<file path="config.mk">
export PLATFORM = sky130hd
export DESIGN_NAME = instruction_sequencer_flat
export DESIGN_NICKNAME = d
export VERILOG_FILES = /design/src/rtl/instruction_sequencer_pkg.sv /design/src/rtl/instruction_sequencer_if.sv /design/src/rtl/instruction_sequencer_program_counter.sv /design/src/rtl/instruction_sequencer.sv /design/src/flat_wrapper.sv
export SDC_FILE = /design/constraint.sdc
export NUM_CORES = 1
export LEC_CHECK = 0
export ABC_CLOCK_PERIOD_IN_PS = 1400
export CAP_MARGIN = 20
export CELL_PAD_IN_SITES_DETAIL_PLACEMENT = 0
export CELL_PAD_IN_SITES_GLOBAL_PLACEMENT = 1
export CORE_MARGIN = 2
export CORE_UTILIZATION = 32
export DETAILED_ROUTE_END_ITERATION = 10
export PLACE_DENSITY_LB_ADDON = 0.1
export SLEW_MARGIN = 10
export SYNTH_ARGS = -nofsm -noshare
export SYNTH_HDL_FRONTEND = slang
export SYNTH_SLANG_ARGS = --single-unit
</file>
<file path="constraint.sdc">
create_clock -name clk -period 1.4 [get_ports clk]
set_input_delay 0.35 -clock clk [delete_from_list [all_inputs] [get_ports clk]]
set_output_delay 0.35 -clock clk [all_outputs]
set_load 0.005 [all_outputs]
</file>
<file path="src/rtl/instruction_sequencer_pkg.sv">
// Shared definitions for the fetch/execute sequencer: opcodes, state encoding, field helpers.
package instruction_sequencer_pkg;

   // Sequencer states; HALT is the reset state.
   typedef enum logic [1:0] {
      StHalt  = 2'b00,
      StFetch = 2'b01,
      StImm   = 2'b10,
      StExec  = 2'b11
   } seq_state_e;

   localparam logic [4:0] OpNop  = 5'b00000;
   localparam logic [4:0] OpMov  = 5'b00001;
   localparam logic [4:0] OpImm  = 5'b00010;
   localparam logic [4:0] OpHalt = 5'b11111;

   function automatic logic [4:0] inst_opcode(input logic [7:0] inst);
      return inst[7:3];
   endfunction

   function automatic logic [2:0] inst_reg(input logic [7:0] inst);
      return inst[2:0];
   endfunction

endpackage

</file>
<file path="src/rtl/instruction_sequencer_if.sv">
// Program-memory handshake plus ControlUnit-facing outputs of the sequencer.
interface instruction_sequencer_if #(
   parameter int unsigned ADDR_WIDTH = 8
);
   logic                  run;
   logic                  mem_req;
   logic [ADDR_WIDTH-1:0] mem_addr;
   logic                  mem_ack;
   logic [7:0]            mem_data;
   logic [7:0]            inst;
   logic [7:0]            imm_data;
   logic                  ctrl_rst;
   logic                  exec_strobe;
   logic                  halted;

   // Sequencer side.
   modport master (
      input  run, mem_ack, mem_data,
      output mem_req, mem_addr, inst, imm_data, ctrl_rst, exec_strobe, halted
   );

   // Memory / CPU environment side.
   modport slave (
      output run, mem_ack, mem_data,
      input  mem_req, mem_addr, inst, imm_data, ctrl_rst, exec_strobe, halted
   );
endinterface

</file>
<file path="src/rtl/instruction_sequencer_program_counter.sv">
// Program counter: wraps modulo 2^ADDR_WIDTH, async active-low reset to RESET_PC.
module instruction_sequencer_program_counter #(
   parameter int unsigned          ADDR_WIDTH = 8,
   parameter logic [ADDR_WIDTH-1:0] RESET_PC  = '0
) (
   input  logic                  clk,
   input  logic                  rst,
   input  logic                  inc,
   output logic [ADDR_WIDTH-1:0] pc
);
   logic [ADDR_WIDTH-1:0] pc_q;
   logic [ADDR_WIDTH-1:0] pc_d;

   // Next PC: increment on every accepted memory beat, natural wrap.
   always_comb begin
      pc_d = pc_q;
      if (inc) begin
         pc_d = pc_q + 1'b1;
      end
   end

   // PC register.
   always_ff @(posedge clk or negedge rst) begin
      if (!rst) begin
         pc_q <= RESET_PC;
      end else begin
         pc_q <= pc_d;
      end
   end

   assign pc = pc_q;
endmodule

</file>
<file path="src/rtl/instruction_sequencer.sv">
// Fetch/execute sequencer: owns run/halt state, IR and immediate, drives ControlUnit reset.
module instruction_sequencer
   import instruction_sequencer_pkg::*;
#(
   parameter int unsigned          ADDR_WIDTH  = 8,
   parameter logic [ADDR_WIDTH-1:0] RESET_PC   = '0,
   parameter logic [4:0]           IMM_OPCODE  = OpImm,
   parameter logic [4:0]           HALT_OPCODE = OpHalt
) (
   input  logic                    clk,
   input  logic                    rst,
   instruction_sequencer_if.master bus
);
   seq_state_e            state_q;
   seq_state_e            state_d;
   logic [7:0]            ir_q;
   logic [7:0]            ir_d;
   logic [7:0]            imm_q;
   logic [7:0]            imm_d;
   logic                  fetching;
   logic                  beat;
   logic [ADDR_WIDTH-1:0] pc;

   // A memory beat is only accepted while a request is outstanding.
   assign fetching = (state_q == StFetch) || (state_q == StImm);
   assign beat     = fetching && bus.mem_ack;

   instruction_sequencer_program_counter #(
      .ADDR_WIDTH (ADDR_WIDTH),
      .RESET_PC   (RESET_PC)
   ) u_pc (
      .clk (clk),
      .rst (rst),
      .inc (beat),
      .pc  (pc)
   );

   // State register.
   always_ff @(posedge clk or negedge rst) begin
      if (!rst) begin
         state_q <= StHalt;
      end else begin
         state_q <= state_d;
      end
   end

   // Next-state: HALT opcode skips EXEC, IMM opcode pulls one extra byte.
   always_comb begin
      state_d = state_q;
      unique case (state_q)
         StHalt: begin
            if (bus.run) state_d = StFetch;
         end
         StFetch: begin
            if (bus.mem_ack) begin
               if (inst_opcode(bus.mem_data) == IMM_OPCODE) begin
                  state_d = StImm;
               end else if (inst_opcode(bus.mem_data) == HALT_OPCODE) begin
                  state_d = StHalt;
               end else begin
                  state_d = StExec;
               end
            end
         end
         StImm: begin
            if (bus.mem_ack) state_d = StExec;
         end
         StExec: begin
            state_d = bus.run ? StFetch : StHalt;
         end
         default: state_d = StHalt;
      endcase
   end

   // IR / immediate capture on accepted beats.
   always_comb begin
      ir_d  = ir_q;
      imm_d = imm_q;
      if (beat && (state_q == StFetch)) ir_d  = bus.mem_data;
      if (beat && (state_q == StImm))   imm_d = bus.mem_data;
   end

   // IR and immediate registers.
   always_ff @(posedge clk or negedge rst) begin
      if (!rst) begin
         ir_q  <= 8'h00;
         imm_q <= 8'h00;
      end else begin
         ir_q  <= ir_d;
         imm_q <= imm_d;
      end
   end

   // Outputs decoded from the state register only, so they cannot glitch.
   always_comb begin
      bus.mem_req     = 1'b0;
      bus.ctrl_rst    = 1'b1;
      bus.exec_strobe = 1'b0;
      bus.halted      = 1'b0;
      unique case (state_q)
         StHalt:  bus.halted  = 1'b1;
         StFetch: bus.mem_req = 1'b1;
         StImm:   bus.mem_req = 1'b1;
         StExec: begin
            bus.ctrl_rst    = 1'b0;
            bus.exec_strobe = 1'b1;
         end
         default: bus.halted = 1'b1;
      endcase
   end

   assign bus.mem_addr = pc;
   assign bus.inst     = ir_q;
   assign bus.imm_data = imm_q;
endmodule
</file>
<file path="src/flat_wrapper.sv">
// flat-port wrapper written by rule: the top's interface ports become plain ports
module instruction_sequencer_flat import instruction_sequencer_pkg::*;
#(
   parameter int unsigned          ADDR_WIDTH  = 8,
   parameter logic [ADDR_WIDTH-1:0] RESET_PC   = '0,
   parameter logic [4:0]           IMM_OPCODE  = OpImm,
   parameter logic [4:0]           HALT_OPCODE = OpHalt
)
  (clk, rst, bus_run, bus_mem_ack, bus_mem_data, bus_mem_req, bus_mem_addr, bus_inst, bus_imm_data, bus_ctrl_rst, bus_exec_strobe, bus_halted);
  instruction_sequencer_if #(.ADDR_WIDTH(ADDR_WIDTH)) bus_i ();
  input  logic clk;
  input  logic rst;
  input wire logic [$bits(bus_i.run)-1:0] bus_run;
  input wire logic [$bits(bus_i.mem_ack)-1:0] bus_mem_ack;
  input wire logic [$bits(bus_i.mem_data)-1:0] bus_mem_data;
  output wire logic [$bits(bus_i.mem_req)-1:0] bus_mem_req;
  output wire logic [$bits(bus_i.mem_addr)-1:0] bus_mem_addr;
  output wire logic [$bits(bus_i.inst)-1:0] bus_inst;
  output wire logic [$bits(bus_i.imm_data)-1:0] bus_imm_data;
  output wire logic [$bits(bus_i.ctrl_rst)-1:0] bus_ctrl_rst;
  output wire logic [$bits(bus_i.exec_strobe)-1:0] bus_exec_strobe;
  output wire logic [$bits(bus_i.halted)-1:0] bus_halted;
  assign bus_i.run = bus_run;
  assign bus_i.mem_ack = bus_mem_ack;
  assign bus_i.mem_data = bus_mem_data;
  assign bus_mem_req = bus_i.mem_req;
  assign bus_mem_addr = bus_i.mem_addr;
  assign bus_inst = bus_i.inst;
  assign bus_imm_data = bus_i.imm_data;
  assign bus_ctrl_rst = bus_i.ctrl_rst;
  assign bus_exec_strobe = bus_i.exec_strobe;
  assign bus_halted = bus_i.halted;
  instruction_sequencer #(.ADDR_WIDTH(ADDR_WIDTH), .RESET_PC(RESET_PC), .IMM_OPCODE(IMM_OPCODE), .HALT_OPCODE(HALT_OPCODE)) u_core (.clk(clk), .rst(rst), .bus(bus_i));
endmodule
</file>
==> results <==
==> cell families after synthesis <==
kind of cell               count (synthesis)  synth area share
adders and majority gates                  6            0.0629
and+or+nand+nor                           17            0.0881
muxes                                     18             0.195
DFF                                       26             0.545
xor gates and xnor gates                   7            0.0514
AOI/OAI and AO/OA                          6            0.0388
buffers and inverters                      4            0.0189
==> worst max path at each step <==
stage	startpoint	slack, ns	endpoint
2_1_floorplan	u_core.state_q[0]	-0.07	u_core.bus.inst[0]
3_3_place_gp	bus_mem_ack	-0.22	u_core.bus.inst[1]
3_5_place_dp	bus_mem_ack	-0.24	u_core.bus.inst[2]
4_1_cts	u_core.state_q[0]	-0.18	u_core.bus.inst[2]
5_1_grt	u_core.state_q[0]	-0.19	u_core.bus.inst[2]
6_report	u_core.state_q[0]	-0.14	u_core.bus.inst[2]
==> cells in the final DEF, fill, tap and decap left out, types with 2 or more instances in the layout <==
| master | instances |
|---|---|
| mux2_4 | 17 |
| dlygate4sd2_1 | 24 |
| nand2_1 | 2 |
| buf_6 | 8 |
| clkbuf_8 | 3 |
| buf_4 | 32 |
| buf_2 | 3 |
| ha_2 | 2 |
| nand4_1 | 4 |
| ha_4 | 2 |
| buf_12 | 2 |
| dfrtp_2 | 2 |
| nand3_1 | 2 |
| inv_2 | 3 |
| xnor2_1 | 6 |
| dfrtp_1 | 24 |
| ha_1 | 2 |
| clkdlybuf4s50_1 | 11 |
==> power breakdown <==
| group | switching (mW) | internal, mW | leakage (nW) |
|---|---|---|---|
| sequential | 0.187 | 1.11 | 0.315 |
| combinational | 0.903 | 1.75 | 0.720 |
| clock | 0.221 | 0.382 | 0.0357 |
==> layer usage <==
layer / vias to the layer above / GRT usage / share of wire
met1: 458 / 0.194 / 0.49
met3: 2 / 0.0191 / 0.045
met2: 21 / 0.215 / 0.46
li1: 468 / - / -
met5: - / 0 / 0
met4: 0 / 0.0469 / 0.0065
==> worst reg2reg max path: cells and delay by family (launching register included) <==
family / cells / cell delay [ns]
buffers and inverters: 2 / 0.21
AND/OR/NAND/NOR: 2 / 0.27
flip-flops: 1 / 0.44
adder cells (fa/ha/maj): 1 / 0.21
multiplexers: 1 / 0.31
==> metrics by stage <==
step | TNS (ns) | setup WS [ns] | std cells
2_1_floorplan | -0.619 | -0.0710 | 84
3_3_place_gp | -4.90 | -0.215 | 194
3_5_place_dp | -5.08 | -0.239 | 194
4_1_cts | -3.66 | -0.178 | 214
5_1_grt | -3.74 | -0.186 | 215
6_report | -2.27 | -0.137 | 215
==> area by class of cell <==
class                           count  share of cell area
Tap cell                           48              0.0283
Clock inverter                      1              0.0142
Sequential cell                    26               0.308
Clock buffer                        3              0.0195
Inverter                            3             0.00531
Multi-Input combinational cell     54               0.292
Timing Repair Buffer               80               0.333
==> repair_timing <==
action | CTS | global route
setup endpoints to repair | 54 | 30
pin swaps | 11 | 2
buffers inserted | 16 | 1
hold endpoints to repair | 0 | 0
gates resized for setup | 67 | 2
==> metrics.txt <==
Fin Hold WS=0.421 ns; final HPWL from detailed placement=approximately 1900 um; most frequent cell after synthesis=dfrtp_1; period utilisation layout=1.10; register area=653 um2; Max rail drop VDD=1.11 mV; Lkg Pwr=1.07 nW; total power=approximately 4.6 mW; Final Hold Vio Count=0; RSZ-0062 raised after global routing=yes; dpl cell area=0.00186 mm2; Worst setup SP type=flip-flop; final antenna-violating net count=0; CTS H-tree depth=1; Worst-Margin Slew=0.236 ns; post-synthesis sequential area ratio=0.545; Final Instance Area=~0.0021 mm2; GR Overflow Total=0; final wirelength=2610 um; Hold-fix buffers, CTS=0; post-synth net total=102; fmax=between 0.6 and 0.7 GHz; Post-Syn Area=0.00119 mm2; worst skew pair latency=0.26 ns; core area=0.00363 mm2; critical path type=flip-flop to flip-flop; area of the multi-input gates=621 um2; # IOs=40; pin count of the biggest net entering global routing=27; total of max-cap violations=0; Clock transition at path regs=approximately 0.090 ns; failing checks=setup timing; crit path DAT=1.69 ns; Rel. slew slack=0.841; area grow syn2layout=77.8%; Levels on crit path=6; Final min period=1.54 ns; r2r startpoint=u_core.state_q[0]; global-route wire length before repair=approximately 4500 um; number of global-route vias before repair=971; Final setup viols=25; Syn. warnings=0; Vias/cell=4.41; Synth Area per Inst=14.2 um2; Critical Path, Cell by Cell=inv_2 -> ha_4 -> buf_6 -> and2_4 -> nand2_8 -> mux2_4; CP max FO=8; drt initial violations=22; via count=949; status=finished with violations; number of remaining DRC errors=0; Post-synth EDFFs=0; Layout Skew=0.00368 ns; DR WL/cell=12.1 um; most frequent cells after synthesis=dfrtp_1, mux2_2, mux2_4, ha_1, xnor2_1; post-synth top area share=0.545; Initial Utilization=0.329; # port buffers=39; Slowest Stage Delay on Critical Path=0.44 ns; Nets=186; slowest CP cell=dfrtp_2; GRT Total Usage=0.137; post-synth top area cell=dfrtp_1; FP Rows=22; CTS Buf Count=3; Hold WC Path Type=primary input to async pin; Die ar.=0.00423 mm2; CP Capture Type=flip-flop; TritonCTS clock tree=yes; r2r setup slk=-0.14 ns; Root Driver=clkbuf_8; Placer Congestion=0.762; WP data required=1.55 ns; register bit total from synthesis=26; prevailing post-synth register cell=dfrtp_1; Async S/R FF share, synth=1.00; DR pass1 iterations=3; fillers=314; critical path's top delay family=flip-flops; die width=65.1 um; Cell variety after synth=24; R2R cell count=6; Core Util, Final=0.584; Area contributors post-synth=dfrtp_1, mux2_4, mux2_2; pwr/cell area=~2100 mW/mm2; CTS max path bufs=2; Mapped Cells=84; FF-to-FF End=u_core.bus.inst[2]; final slew viol count=0; Sink Count=26; layout cells sized above 1=0.491; initial antenna violation count=0; WP buf/inv=2; Worst Slack Setup Final=-0.137 ns; diodes inserted=0; Die Ht=65.1 um
Note: power is estimated with default switching activity, not from simulation.
